`src/rtl/mem_arbiter_pkg.sv`:
```
// Shared types for the two-port memory bus arbiter.
package mem_arbiter_pkg;

  typedef enum logic [1:0] {
    ARB_IDLE = 2'd0,
    ARB_BUSY = 2'd1,
    ARB_RESP = 2'd2
  } arb_state_t;

  localparam logic ARB_CORE = 1'b0;
  localparam logic ARB_AUX  = 1'b1;

endpackage

```
`src/rtl/mem_arbiter.sv`:
```
// Shares one memory bus between the core and an auxiliary port: one latched
// transaction at a time, core priority with a starvation guard for aux.
module mem_arbiter
  import mem_arbiter_pkg::*;
#(
  parameter int AW           = 32,
  parameter int DW           = 32,
  parameter int STARVE_LIMIT = 4
) (
  input  logic            clk,
  input  logic            rst,
  input  logic            c_rden,
  input  logic            c_wren,
  input  logic [AW-1:0]   c_addr,
  input  logic [DW-1:0]   c_wdata,
  input  logic [DW/8-1:0] c_wstrb,
  output logic [DW-1:0]   c_rdata,
  output logic            c_done,
  input  logic            a_rden,
  input  logic            a_wren,
  input  logic [AW-1:0]   a_addr,
  input  logic [DW-1:0]   a_wdata,
  input  logic [DW/8-1:0] a_wstrb,
  output logic [DW-1:0]   a_rdata,
  output logic            a_done,
  output logic            m_req,
  output logic            m_we,
  output logic [AW-1:0]   m_addr,
  output logic [DW-1:0]   m_wdata,
  output logic [DW/8-1:0] m_wstrb,
  input  logic            m_ack,
  input  logic [DW-1:0]   m_rdata
);

  localparam logic [3:0] LIMIT = 4'(STARVE_LIMIT);

  arb_state_t      state_q;
  logic            win_q;
  logic            m_req_q;
  logic            m_we_q;
  logic [AW-1:0]   m_addr_q;
  logic [DW-1:0]   m_wdata_q;
  logic [DW/8-1:0] m_wstrb_q;
  logic [DW-1:0]   rdata_q;
  logic            c_done_q;
  logic            a_done_q;
  logic [3:0]      starve_q;

  logic            c_pend;
  logic            a_pend;
  logic            win_d;
  logic [3:0]      starve_d;

  always_comb begin
    c_pend   = c_rden | c_wren;
    a_pend   = a_rden | a_wren;
    win_d    = ARB_AUX;
    starve_d = starve_q;
    if (a_pend && (starve_q == LIMIT)) begin
      win_d = ARB_AUX;
    end else if (c_pend) begin
      win_d = ARB_CORE;
    end
    // The counter only tracks core grants that made a pending aux wait.
    if (!a_pend || (win_d == ARB_AUX)) begin
      starve_d = '0;
    end else if (starve_q != LIMIT) begin
      starve_d = starve_q + 4'd1;
    end
  end

  always_ff @(posedge clk or posedge rst) begin
    if (rst) begin
      state_q   <= ARB_IDLE;
      win_q     <= ARB_CORE;
      m_req_q   <= 1'b0;
      m_we_q    <= 1'b0;
      m_addr_q  <= '0;
      m_wdata_q <= '0;
      m_wstrb_q <= '0;
      rdata_q   <= '0;
      c_done_q  <= 1'b0;
      a_done_q  <= 1'b0;
      starve_q  <= '0;
    end else begin
      case (state_q)
        ARB_IDLE: begin
          c_done_q <= 1'b0;
          a_done_q <= 1'b0;
          starve_q <= starve_d;
          if (c_pend || a_pend) begin
            win_q   <= win_d;
            m_req_q <= 1'b1;
            state_q <= ARB_BUSY;
            if (win_d == ARB_AUX) begin
              m_we_q    <= a_wren;
              m_addr_q  <= a_addr;
              m_wdata_q <= a_wdata;
              m_wstrb_q <= a_wstrb;
            end else begin
              m_we_q    <= c_wren;
              m_addr_q  <= c_addr;
              m_wdata_q <= c_wdata;
              m_wstrb_q <= c_wstrb;
            end
          end
        end
        ARB_BUSY: begin
          if (m_ack) begin
            m_req_q  <= 1'b0;
            c_done_q <= (win_q == ARB_CORE);
            a_done_q <= (win_q == ARB_AUX);
            state_q  <= ARB_RESP;
            if (!m_we_q) begin
              rdata_q <= m_rdata;
            end
          end
        end
        ARB_RESP: begin
          c_done_q <= 1'b0;
          a_done_q <= 1'b0;
          state_q  <= ARB_IDLE;
        end
        default: begin
          state_q <= ARB_IDLE;
        end
      endcase
    end
  end

  assign m_req   = m_req_q;
  assign m_we    = m_we_q;
  assign m_addr  = m_addr_q;
  assign m_wdata = m_wdata_q;
  assign m_wstrb = m_wstrb_q;
  assign c_rdata = rdata_q;
  assign a_rdata = rdata_q;
  assign c_done  = c_done_q;
  assign a_done  = a_done_q;

endmodule
```
`config.mk`:
```
export PLATFORM = sky130hd
export DESIGN_NAME = mem_arbiter
export DESIGN_NICKNAME = d
export VERILOG_FILES = /design/src/rtl/mem_arbiter_pkg.sv /design/src/rtl/mem_arbiter.sv
export SDC_FILE = /design/constraint.sdc
export NUM_CORES = 1
export LEC_CHECK = 0
export ABC_AREA = 1
export CAP_MARGIN = 15
export CORE_ASPECT_RATIO = 0.7
export CORE_MARGIN = 2
export CORE_UTILIZATION = 23
export DETAILED_ROUTE_END_ITERATION = 8
export GPL_ROUTABILITY_DRIVEN = 0
export PLACE_DENSITY = 0.62
export SLEW_MARGIN = 5
export SYNTH_ARGS = -nofsm -noshare
export SYNTH_HDL_FRONTEND = slang
export SYNTH_SLANG_ARGS = --single-unit
```
`constraint.sdc`:
```
create_clock -name clk -period 3.3 [get_ports clk]
set_input_delay 0.495 -clock clk [delete_from_list [all_inputs] [get_ports clk]]
set_output_delay 0.495 -clock clk [all_outputs]
set_load 0.05 [all_outputs]
```
==> out/qor_table.md <==
| Parameter | Value |
| --- | --- |
| Kind of launch point of the worst setup path | primary input |
| Post-route ant nets | 0 |
| Number of max-slew violations in the final report | 0 |
| Slew of the pin with the lowest slew margin | 831 ps |
| Wire length of the first global-routing pass | 31.7 mm |
| Final total negative setup slack | 0 ps |
| Full die area | 26700 sq um |
| Diode count | 0 |
| CTS sink count | 111 |
| Non-filler cells, final | 1398 |
| Post-cts repair resize count | 0 |
| Power density over the cells | 1090 nW/um^2 |
| Fill cells | 2573 |
| Post-detail-place hpwl | 13.6 mm |
| Largest net degree at the start of global routing | 112 |
| Post-synthesis cell count | 814 |
| Core Area | 24800 sq um |
| Number of buffers added to fix hold violations after cts | 0 |
| Final critical-path share of the clock period | 0.653 |
| Cell count of the worst hold path | 2 |
| Worst hold endpoint | m_wdata[4] |
| Number of nets produced by synthesis | 991 |
| Number of buffers between clock root and the deepest sink | 2 |
| Share of final-layout standard cells stronger than drive strength 1 | 0.0354 |
| Sum of overflow across all layers after global routing | 0 |
| Commonest cells after routing, fill and taps aside | 310 x sky130_fd_sc_hd__clkdlybuf4s50_1, 283 x sky130_fd_sc_hd__nand2_1, 173 x sky130_fd_sc_hd__nand3_1 |
| Post-Route Skew | 9.38 ps |
| Final number of setup-violating endpoints | 0 |
| CTS H-Tree Depth | 3 |
| Max-capacitance violation count | 0 |
| Drt via density | 4.16 |
| Crit Path Class | in -> reg |
| Count of final hold-check violations | 0 |
| Fin nets | 1245 |
| Synthesized cell area | 5840 sq um |
| Die Y-Extent | 137 um |
| Worst reg-to-reg path cell count | 10 |
| Largest fanout of any net on the critical path | 70 |
| FMAX | 0.464 GHz |
| Hold wc startpoint | m_wdata[4] |
| Shortest clock period the worst path allows after layout | 2150 ps |
| GRT Total Usage | 0.151 |
| Top-Level Pins | 311 |
| Flip-flop and latch count after synthesis | 111 |
| CTS root buf | sky130_fd_sc_hd__clkbuf_16 |
| Vias | 5821 |
| Routed wirelength normalized by instance count | 14.2 um |
| Endpoint type of the worst setup path | flip-flop |
| Normalized max-slew margin | 0.446 |
| Data required time of the worst path | 3590 ps |
| Post-CTS setup repair buffer count | 0 |
| Worst vdd ir | 0.623 mV |
| Clock-pin slew of the registers on the worst-case setup and hold paths | 70 ps |
| Clock buffers created by TritonCTS | 9 |
| Path category of the worst min-delay check | reg -> reg |
| DRT Wirelength | 19.8 mm |
| R2R Path Start | starve_q[0] |
| Placed cell count | 1382 |
| Layout overhead on the synthesized area | 60.0% |
| Number of buffers inserted by port buffering | 310 |
| Number of different library cells in the post-synthesis netlist | 20 |
| Die span in x | 195 um |
| Critical R2R Capture | starve_q[3] |
| Worst EP arrival | 2440 ps |
| Placement Rows | 48 |
| Clock tree from TritonCTS | done |
| Most common cell after layout, fill and taps aside | sky130_fd_sc_hd__clkdlybuf4s50_1 |
| Initial core utilization | 0.236 |
| Worst-case register-to-register setup slack | 1260 ps |
| Number of remaining DRC errors | 0 |
| Number of global-route vias before repair | 5823 |
| Detailed Routing Iterations Pass 1 | 4 |
| Average instance area after synthesis | 7.18 sq um |
| Seq/Total Area, Yosys | 0.475 |
| Antenna violations before repair | 0 |
| Later-pin clock latency in the skew report | 360 ps |
| DRC marker count from the first detailed-route iteration | 242 |
| Static leakage | 4.78 nW |
| RSZ-0062 raised after global routing | no |
| Run status | complete, no violations |
| Yosys Warn Count | 0 |
[worst max-delay path, stage by stage]
cell                              delay (ps)
sky130_fd_sc_hd__clkdlybuf4s50_1         430
sky130_fd_sc_hd__nor2_2                  200
sky130_fd_sc_hd__inv_1                    90
sky130_fd_sc_hd__nand2_2                  80
sky130_fd_sc_hd__buf_4                   640
sky130_fd_sc_hd__nand3_1                 250
sky130_fd_sc_hd__nand2_1                 120
sky130_fd_sc_hd__inv_1                    50
sky130_fd_sc_hd__nor2_1                   70
[state kept, by name (all words and copies together), names as in the netlist]
signal / flops
win_q: 1
state_q: 2
m_wstrb: 4
m_wdata: 32
m_addr: 32
c_done: 1
a_rdata: 32
starve_q: 4
m_req: 1
a_done: 1
m_we: 1
[how the worst max path moves through the flow]
stage	start	end	slack, ps	depth (start not counted)
after floorplan	rst	a_done	1460	1
after global placement	a_wren	starve_q[3]	790	9
final	a_wren	starve_q[3]	1150	9
after detailed placement	a_wren	starve_q[3]	770	9
after CTS	m_addr[15]	m_addr[15]	1140	1
after global routing	a_wren	starve_q[3]	970	9
[layout make-up]
type | instances | area, sq um | area share
Timing Repair Buffer | 319 | 3210 | 0.343
Sequential cell | 111 | 2780 | 0.297
Multi-Input combinational cell | 478 | 2080 | 0.222
Inverter | 149 | 563 | 0.0602
Tap cell | 325 | 407 | 0.0435
Clock buffer | 10 | 239 | 0.0256
Clock inverter | 6 | 75.1 | 0.00803
[logic make-up after synthesis]
| logic type | synth area share |
|---|---|
| AO/OA/AOI/OAI | 0.00792 |
| XOR/XNOR | 0.00300 |
| adder cells (fa/ha/maj) | 0.00428 |
| buffers and inverters | 0.170 |
| flip-flops | 0.475 |
| AND/OR/NAND/NOR | 0.340 |
[report_power, final]
part           internal (mW)  switching, mW  total [mW]
clock network          0.625          0.552        1.18
logic                   2.06           4.53        6.58
registers               2.03          0.431        2.46
total                   4.71           5.51        10.2
[cells in the mapped netlist]
cell type	n	share of area
sky130_fd_sc_hd__nand2_1	284	0.18
sky130_fd_sc_hd__nand3_1	173	0.15
sky130_fd_sc_hd__inv_1	146	0.094
sky130_fd_sc_hd__dfrtp_1	111	0.48
sky130_fd_sc_hd__buf_4	33	0.042
sky130_fd_sc_hd__clkbuf_1	20	0.013
sky130_fd_sc_hd__buf_2	19	0.016
sky130_fd_sc_hd__nor2_1	6	0.0039
sky130_fd_sc_hd__buf_1	4	0.0026
sky130_fd_sc_hd__inv_2	3	0.0019
sky130_fd_sc_hd__nor2_2	3	0.0032
sky130_fd_sc_hd__ha_1	2	0.0043
sky130_fd_sc_hd__nand2_2	2	0.0021
sky130_fd_sc_hd__o21ai_0	2	0.0017
sky130_fd_sc_hd__a21oi_1	1	0.00086
sky130_fd_sc_hd__a21oi_4	1	0.0028
sky130_fd_sc_hd__a31o_2	1	0.0015
sky130_fd_sc_hd__o22ai_1	1	0.0011
sky130_fd_sc_hd__xnor2_1	1	0.0015
sky130_fd_sc_hd__xor2_1	1	0.0015
[through the flow]
step	total power [mW]	worst slack, ps	utilization	area, sq um	hold WS [ps]
final	10.2	1150	0.377	9350	477
after detailed placement	9.11	766	0.364	9030	464
after CTS	10.3	1140	0.377	9350	485
after floorplan	6.95	1460	-	5850	443
after global placement	9.07	792	0.364	9030	458
after global routing	10.9	972	0.377	9350	492
[per-layer routing]
layer / share of wire / vias to the layer above / track usage / wire length [um]
met5: 0 / - / 0 / 0
met4: 0.011 / 0 / 0.0333 / 223
met3: 0.091 / 15 / 0.0534 / 1800
met2: 0.45 / 225 / 0.248 / 8850
met1: 0.45 / 2657 / 0.192 / 8930
li1: - / 2924 / - / -
Note: power is estimated with default switching activity, not from simulation.
